**src/rtl/pmic_fsm_core.sv**
```systemverilog
// Power-management sequencer: orders IO -> Analog -> Logic LDO bring-up and the reverse on power-down.
// Latency: inputs sampled on clk, every output is registered and reflects the new state on the same edge.
// No backpressure; the external timer's timeOut advances timed states only while en is high.
module pmic_fsm_core (
    input  logic clk,
    input  logic reset,
    input  logic Low_BAT,
    input  logic Low_POW,
    input  logic ON_OFF,
    input  logic timeOut,
    output logic Mux_Sel,
    output logic load,
    output logic en,
    output logic IO_LDO_EN,
    output logic Analog_LDO_EN,
    output logic Logic_LDO_EN,
    output logic Ready
);

    localparam logic [3:0] ST_OFF     = 4'd0;
    localparam logic [3:0] ST_IO_UP   = 4'd1;
    localparam logic [3:0] ST_ANA_UP  = 4'd2;
    localparam logic [3:0] ST_LOG_UP  = 4'd3;
    localparam logic [3:0] ST_ON      = 4'd4;
    localparam logic [3:0] ST_LOG_DN  = 4'd5;
    localparam logic [3:0] ST_ANA_DN  = 4'd6;
    localparam logic [3:0] ST_IO_DN   = 4'd7;
    localparam logic [3:0] ST_LOCKOUT = 4'd8;

    logic [3:0] state;
    logic [3:0] next_state;
    logic       supply_ok;
    logic       tmo_qual;
    logic       next_timed;

    // Only a brown-out on both sources at once counts as a supply failure.
    assign supply_ok = ~(Low_BAT & Low_POW);

    // The timer expiry is meaningful only once the timer is actually counting.
    assign tmo_qual = timeOut & en;

    // Next-state selection; supply failure outranks power-off, which outranks timer expiry.
    always_comb begin
        next_state = state;
        if (!supply_ok && (state != ST_OFF) && (state != ST_LOCKOUT)) begin
            next_state = ST_LOCKOUT;
        end else begin
            case (state)
                ST_OFF:     if (ON_OFF && supply_ok) next_state = ST_IO_UP;
                ST_IO_UP:   if (!ON_OFF) next_state = ST_IO_DN;
                            else if (tmo_qual) next_state = ST_ANA_UP;
                ST_ANA_UP:  if (!ON_OFF) next_state = ST_ANA_DN;
                            else if (tmo_qual) next_state = ST_LOG_UP;
                ST_LOG_UP:  if (!ON_OFF) next_state = ST_LOG_DN;
                            else if (tmo_qual) next_state = ST_ON;
                ST_ON:      if (!ON_OFF) next_state = ST_LOG_DN;
                ST_LOG_DN:  if (tmo_qual) next_state = ST_ANA_DN;
                ST_ANA_DN:  if (tmo_qual) next_state = ST_IO_DN;
                ST_IO_DN:   if (tmo_qual) next_state = ST_OFF;
                ST_LOCKOUT: if (!ON_OFF && supply_ok) next_state = ST_OFF;
                default:    next_state = ST_OFF;
            endcase
        end
    end

    // Timed states are the six ramp steps paced by the external timer.
    always_comb begin
        next_timed = 1'b0;
        case (next_state)
            ST_IO_UP, ST_ANA_UP, ST_LOG_UP,
            ST_LOG_DN, ST_ANA_DN, ST_IO_DN: next_timed = 1'b1;
            default:                        next_timed = 1'b0;
        endcase
    end

    // State and outputs register together so every output moves on the state-change edge.
    always_ff @(posedge clk or negedge reset) begin
        if (!reset) begin
            state         <= ST_OFF;
            Mux_Sel       <= 1'b0;
            load          <= 1'b0;
            en            <= 1'b0;
            IO_LDO_EN     <= 1'b0;
            Analog_LDO_EN <= 1'b0;
            Logic_LDO_EN  <= 1'b0;
            Ready         <= 1'b0;
        end else begin
            state   <= next_state;
            Mux_Sel <= Low_POW;
            // Entering a timed state (including abort hops between timed states) reloads the timer.
            load    <= next_timed && (next_state != state);
            en      <= next_timed && (next_state == state);
            IO_LDO_EN     <= (next_state == ST_IO_UP)  || (next_state == ST_ANA_UP) ||
                             (next_state == ST_LOG_UP) || (next_state == ST_ON)     ||
                             (next_state == ST_LOG_DN) || (next_state == ST_ANA_DN);
            Analog_LDO_EN <= (next_state == ST_ANA_UP) || (next_state == ST_LOG_UP) ||
                             (next_state == ST_ON)     || (next_state == ST_LOG_DN);
            Logic_LDO_EN  <= (next_state == ST_LOG_UP) || (next_state == ST_ON);
            Ready         <= (next_state == ST_ON);
        end
    end

endmodule

```
**config.mk**
```make
export PLATFORM = sky130hd
export DESIGN_NAME = pmic_fsm_core
export DESIGN_NICKNAME = d
export VERILOG_FILES = /design/src/rtl/pmic_fsm_core.sv
export SDC_FILE = /design/constraint.sdc
export NUM_CORES = 1
export LEC_CHECK = 0
export BUFFER_PORTS_ARGS = -buffer_cell sky130_fd_sc_hd__buf_2
export CAP_MARGIN = 20
export CORE_MARGIN = 2
export CORE_UTILIZATION = 45
export CTS_CLUSTER_SIZE = 28
export DETAILED_ROUTE_END_ITERATION = 8
export GPL_TIMING_DRIVEN = 0
export PLACE_DENSITY = 0.67
export SLEW_MARGIN = 5
export SYNTH_ARGS = -nofsm -noshare
export SYNTH_HDL_FRONTEND = slang
export SYNTH_SLANG_ARGS = --single-unit
```
**constraint.sdc**
```tcl
create_clock -name clk -period 3.2 [get_ports clk]
set_input_delay 0.32 -clock clk [delete_from_list [all_inputs] [get_ports clk]]
set_output_delay 0.32 -clock clk [all_outputs]
set_load 0.01 [all_outputs]
```
Word level (Yosys, flattened, before mapping)
Index checks and enable logic that the tools add are counted.
{"block": "classes", "n_reduce_logical": 19, "order_cmp": 0, "multipliers": 0, "bitwise_logic": 3, "n_addsub": 0, "shifts": 0, "n_div": 0, "mux": 15, "n_eq_ne": 18}
{"cell": "$mux 4", "n": 13}
{"cell": "$pmux 4 s9", "n": 1}
{"cell": "$eq 4x3->1 const B", "n": 8}
{"cell": "$eq 4x2->1 const B", "n": 4}
{"cell": "$logic_or 1x1->1", "n": 9}
{"cell": "$eq 4x1->1 const B", "n": 2}
{"cell": "$logic_and 1x1->1", "n": 6}
{"cell": "$reduce_or 6->1", "n": 1}
{"cell": "$eq 4x4->1", "n": 1}
{"cell": "$eq 4x4->1 const B", "n": 1}
{"cell": "$logic_not 4->1", "n": 1}
{"cell": "$ne 4x4->1", "n": 1}
{"cell": "$ne 4x4->1 const B", "n": 1}
{"cell": "$reduce_bool 4->1", "n": 1}
{"cell": "$and 1x1->1", "n": 2}
{"cell": "$logic_not 1->1", "n": 1}
{"cell": "$mux 1", "n": 1}
{"cell": "$not 1->1", "n": 1}
{"block": "word_totals", "regBits": 11, "mem_count": 0, "romBits": 0, "out_inout_bits": 7, "latchBits": 0, "elab_cells": 63, "mem_bits_rw": 0}

Depth between registers and ports, before layout
Gate-level depths: netlist (run 1).
{"block": "depth", "depth_word": 12, "mapped_depth": 6, "ltp_nobuf": 5}

Worst setup path before layout (run 1)
No wires, ideal clock.
{"block": "synth_path", "path_type": "register to register", "from": "reg state[1]", "to": "reg load", "path_buffers": 1, "slack_ps": 1491, "synth_period_minus_slack_ps": 1709, "arrival_ps": 1586, "required_time_ps": 3076, "stages_incl_launch_ff": 7, "setup_time_ps": 124, "path_cell_list": "dfrtp_1 > buf_6 > o21ba_1 > a311oi_1 > o22ai_1 > a211o_1 > a211o_1"}
{"block": "synth_between", "elab_chain_cells": 8, "elab_cells_between_ends": 37, "classes_between": "16 x eq/ne; 15 x mux; 6 x reduce/logical"}
{"element": "start, declared", "line_no": "30", "text": "logic [3:0] state;"}
{"element": "start signal, assigned", "line_no": "88", "text": "state <= next_state;"}
{"element": "$mux 4 (tied with other cells)", "line_no": "55", "text": "else if (tmo_qual) next_state = ST_ON;"}
{"element": "$mux 4 (tied with other cells)", "line_no": "54", "text": "ST_LOG_UP: if (!ON_OFF) next_state = ST_LOG_DN;"}
{"element": "$pmux 4 s9 or $logic_and 1x1->1 (tied branches)", "line_no": "48, 45"}
{"element": "$mux 4", "line_no": "45", "text": "if (!supply_ok && (state != ST_OFF) && (state != ST_LOCKOUT)) begin"}
{"element": "$eq 4x1->1 (tied with other cells)", "line_no": "69", "text": "case (next_state)"}
{"element": "$reduce_or 6->1", "line_no": "69"}
{"element": "$mux 1", "line_no": "69"}
{"element": "$logic_and 1x1->1 (*)", "line_no": "91", "text": "load <= next_timed && (next_state != state);"}
{"element": "end signal, assigned", "line_no": "91"}
{"element": "end, declared", "line_no": "12", "text": "output logic load,"}
Mark *: on every way between the ends. The rest lies on a longest branch, timed or not.

Worst setup path after layout (run 1)
Same ends and word-level chain as after synthesis.

==> results of run 1 <==
-- layer usage --
layer | up-vias | global-route usage | part of all wire
met1 | 247 | 0.208 | 0.47
met4 | 0 | 0.0194 | 0
li1 | 271 | - | -
met3 | 0 | 0.0652 | 0.063
met5 | - | 0 | 0
met2 | 19 | 0.241 | 0.47
-- cell type report --
class	instances	area, um^2
fill	123	569
sequential	11	275
tap	15	18.8
timing repair buffer	12	65.1
inverter	2	7.51
clock buffer	4	26.3
buffer	4	35.0
multi-input combinational	47	320
-- critical path, stage by stage (launching register included) --
cell and delay [ns]:
dfrtp_1 0.40, buf_6 0.15, o21ba_1 0.17, a311oi_1 0.26, o22ai_1 0.17, a211o_1 0.30, a211o_1 0.29
-- cell families (layout without fill, tap and decap cells) --
logic type	after synthesis	count (layout)	share of synthesized area
DFF	11	11	0.431
muxes	2	2	0.0314
xor gates and xnor gates	1	1	0.0137
and+or+nand+nor	25	25	0.216
AOI/OAI and AO/OA	19	19	0.241
buffers and inverters	6	22	0.0667
-- where the power goes --
part / internal [mW] / switching [mW] / total [mW]
clock network: 0.0481 / 0.0415 / 0.0896
logic: 0.159 / 0.196 / 0.355
registers: 0.189 / 0.0306 / 0.220
-- sequential cells by signal, indices dropped and copies added (netlist names) --
name	flops
state	4
Analog_LDO_EN	1
IO_LDO_EN	1
Logic_LDO_EN	1
Mux_Sel	1
Ready	1
en	1
load	1
-- how the worst max path moves through the flow --
stage	slack [ns]	end	startpoint
2_1_floorplan	1.49	load	state[1]
3_3_place_gp	1.36	load	state[1]
3_5_place_dp	1.38	load	state[1]
4_1_cts	1.37	load	state[1]
5_1_grt	1.25	load	state[1]
6_report	1.35	load	state[1]
-- through the flow --
| step | cells | utilization | hold slack (ns) | instance area, um^2 |
|---|---|---|---|---|
| final | 95 | 0.568 | 0.229 | 748 |
| after global routing | 95 | 0.568 | 0.211 | 748 |
| after CTS | 95 | 0.568 | 0.220 | 748 |
| after detailed placement | 90 | 0.540 | 0.200 | 712 |
| after global placement | 90 | 0.540 | 0.191 | 712 |
| after floorplan | 64 | - | 0.0244 | 638 |
-- placed cells by master (no fill, tap or decap), types with 2 or more instances in the layout --
| master | count |
|---|---|
| buf_6 | 2 |
| a211o_1 | 2 |
| dfrtp_1 | 11 |
| nand2_1 | 4 |
| a21oi_1 | 3 |
| mux2i_1 | 2 |
| inv_1 | 2 |
| nor2_1 | 6 |
| nor4_1 | 2 |
| nor3_1 | 3 |
| clkbuf_4 | 3 |
| buf_2 | 12 |
| o21ai_0 | 2 |
==> run metrics, run 1 <==
status complete, no violations; num rows 13; CTS Buf Count 3; # diodes 0; crit start category flip-flop; Yosys top cell by area dfrtp_1; Worst R2R Path Depth 6; CTS Sinks 11; die area 1740 um^2; Setup TNS Final 0 ns; Worst-Skew Late Latency 0.26 ns; Port Buffers 11; dpl ws 1.38 ns; syn_area_per_cell 9.97 um^2; Setup Viol. Count Final 0; largest net degree at the start of global routing 12; Avg Vias per Cell 5.65; remaining global-route overflow 0; Ports 13; hold depth 1; Final nets 87; initial core utilization 0.484; PwrDens 889 nW/um^2; commonest cells in the netlist 11 x dfrtp_1, 6 x nor2_1, 4 x nand2_1; max_slew headroom 0.779; Die Wd 41.7 um; distinct cell type count after synthesis 36; Post-DRT Antenna Nets 0; CP max FO 10; ys async rst share 1.00; Synth Net Count 70; final worst path period share 0.578; Layout area overhead 17.3%; DIE HEIGHT 41.7 um; share of cells above drive strength 1 0.313; sequential fraction of the synthesis area 0.431; Worst Clk Skew 0.00906 ns; kind of critical path reg -> reg; most common cell in the synthesized netlist dfrtp_1; first-pass GRT wire length 2070 um; Final Hold Vio Count 0; via count 537; RSZ-0062 raised after global routing false; Worst Path Arrival 1.99 ns; Main synth FF type dfrtp_1; critical path endpoint category flip-flop; Hold Crit Class in -> reg; number of global-route vias before repair 476; DRT Pass-1 Iters 4; clk buf depth 2; Final Max Tran Viols 0; clk root buf clkbuf_4; CTS tree done; gpl congestion 0.819; Clk pin slew, worst setup/hold paths 0.07 ns; worst reg2reg startpoint state[1]; core area 1320 um^2; WL/cell 12.8 um; Seq cells post-synth 11; initial antenna violation count 0; worst vdd ir 0.542 mV; Required @ worst endpoint 3.34 ns; setup bufs post-CTS 0; Post-Route WL 1210 um; Critical R2R Capture load; hold path startpoint Low_POW; Max Cap Viol 0; Worst Max-Slew Pin Slew 0.329 ns; post-cts sizing count 0; cts hold-fix bufs 1; r2r setup slk 1.35 ns; Mapped Cells 64; dpl hpwl 902 um; PnR worst setup slack 1.35 ns; GRT Util Overall 0.155; Total Power 0.665 mW; top cells by area, synth dfrtp_1 43%, buf_6 3.5%, nor2_1 3.5%; CTS H-Tree Depth 1; Fmax 0.540 GHz; synth warn 0; Worst Hold End Mux_Sel; number of enable flip-flop cells after synthesis 0; Yosys top cell area share 0.431; residual DRC count 0; fin crit period 1.85 ns; P_leak 0.359 nW; mapped cell area 638 um^2; Initial DRC Count 19
Note: power is estimated with default switching activity, not from simulation.
==> inputs of run 2 (changes only) <==
--- a/config.mk
+++ b/config.mk
@@ -12,7 +12,7 @@
 export CTS_CLUSTER_SIZE = 28
 export DETAILED_ROUTE_END_ITERATION = 8
 export GPL_TIMING_DRIVEN = 0
-export PLACE_DENSITY = 0.67
+export PLACE_DENSITY = 0.7
 export SLEW_MARGIN = 5
 export SYNTH_ARGS = -nofsm -noshare
 export SYNTH_HDL_FRONTEND = slang
==> constraint.sdc (replaced) <==
create_clock -name clk -period 1.65 [get_ports clk]
set_input_delay 0.165 -clock clk [delete_from_list [all_inputs] [get_ports clk]]
set_output_delay 0.165 -clock clk [all_outputs]
set_load 0.01 [all_outputs]
==> run metrics, run 2 (same netlist as run 1, synthesis figures left out) <==
number of global-route vias before repair 505; Biggest register state; largest net degree at the start of global routing 12; M2 GR Usage 0.272; first-pass GRT wire length 2340 um; Die Wd 41.7 um; Final nets 95; PnR worst setup slack -0.0416 ns; RSZ-0062 raised after global routing true; final worst path period share 1.03; Setup TNS Final -0.0657 ns; gpl congestion 0.865; Hold Crit Class in -> reg; Worst Clk Skew 0.000254 ns; worst vdd ir 0.830 mV; initial core utilization 0.484; share of cells above drive strength 1 0.455; Port Buffers 11; Final Max Tran Viols 0; Setup Viol. Count Final 2; Initial DRC Count 11; Avg Vias per Cell 5.78; met1 GRT Util 0.243; Clk pin slew, worst setup/hold paths 0.06 ns; max reg flops 4; Final Hold Vio Count 0; P_leak 0.409 nW; worst reg2reg startpoint state[1]; clk root buf clkbuf_4; kind of critical path reg -> reg; Worst Hold End Mux_Sel; crit start category flip-flop; hold depth 1; multi-input logic area 375 um^2; CP max FO 5; CTS Buf Count 3; die area 1740 um^2; Critical R2R Capture load; PwrDens 1800 nW/um^2; critical path endpoint category flip-flop; most frequent cells in the layout 11 x buf_2, 10 x dfrtp_1, 10 x buf_4; DIE HEIGHT 41.7 um; status finished with violations; Required @ worst endpoint 1.80 ns; initial antenna violation count 0; Total Power 1.56 mW; Layout area overhead 35.9%; CTS H-Tree Depth 1; hold path startpoint Low_POW; CTS tree done; failing checks setup timing; Reg area 277 um^2; Worst-Skew Late Latency 0.26 ns; num rows 13; Fmax 0.591 GHz; remaining global-route overflow 0; via count 595; Worst Max-Slew Pin Slew 0.373 ns; clk buf depth 2; Worst Path Arrival 1.85 ns; Ports 13; GRT Util Overall 0.182; core area 1320 um^2; # diodes 0; fin crit period 1.69 ns; WL/cell 14.5 um; r2r setup slk -0.04 ns; Max Cap Viol 0; commonest non-fill, non-tap cell in the layout buf_2; DRT Pass-1 Iters 4; Worst R2R Path Depth 6; Post-Route WL 1490 um; Post-DRT Antenna Nets 0; residual DRC count 0; dpl ws -0.197 ns; fill count 93; GR Layer Usage met3 0.0696; grt peak-use layer met2; CTS Sinks 11; dpl hpwl 962 um; max_slew headroom 0.751
[run 2: where the power goes]
group	switching, mW	total [mW]	leakage [nW]	internal (mW)
Combinational	0.484	0.953	0.251	0.469
Clock	0.0853	0.179	0.0150	0.0936
Sequential	0.0600	0.429	0.143	0.369
Total	0.629	1.56	0.409	0.933
[run 2: area by class of cell]
| type | instances | area share |
|---|---|---|
| multi-input cells | 47 | 0.433 |
| flip-flops and latches | 11 | 0.319 |
| repair buffers | 20 | 0.144 |
| plain buffers | 4 | 0.0433 |
| clock buffers | 4 | 0.0303 |
| well taps | 15 | 0.0216 |
| inverters | 2 | 0.00866 |
[run 2: worst max-delay path by stage]
stage | to | startpoint | depth (start not counted) | slack (ns)
2_1_floorplan | load | state[1] | 6 | 0.03
3_3_place_gp | Logic_LDO_EN | state[0] | 5 | -0.15
3_5_place_dp | Logic_LDO_EN | state[0] | 5 | -0.20
4_1_cts | load | state[1] | 6 | -0.07
5_1_grt | Logic_LDO_EN | state[2] | 5 | -0.12
6_report | load | state[1] | 6 | -0.04
[run 2: worst max-delay path, stage by stage, from the launching register on]
cell      delay, ns
dfrtp_1        0.41
buf_6          0.14
o21ba_1        0.17
a311oi_2       0.22
o22ai_2        0.12
a211o_1        0.23
a211o_1        0.28
[run 2: through the flow]
stage / area, um^2 / hold WS, ns / utilization / std cells
floorplan: 643 / -0.131 / - / 64
global placement: 717 / 0.0453 / 0.544 / 90
detailed placement: 717 / 0.0465 / 0.544 / 90
CTS: 813 / 0.0731 / 0.617 / 101
global route: 867 / 0.0756 / 0.658 / 103
finish: 867 / 0.0889 / 0.658 / 103
[run 2: routing by layer]
| metal | routed length, um | up-vias |
|---|---|---|
| met3 | 107 | 2 |
| li1 | - | 290 |
| met4 | 10 | 0 |
| met2 | 744 | 25 |
| met5 | 0 | - |
| met1 | 628 | 278 |
[run 2: repair_timing]
action                     CTS  global route
hold endpoints to repair    11             0
pin swaps                    3             5
buffers inserted             6             2
hold buffers                 1             0
setup endpoints to repair    4             5
gates resized for setup      4             6
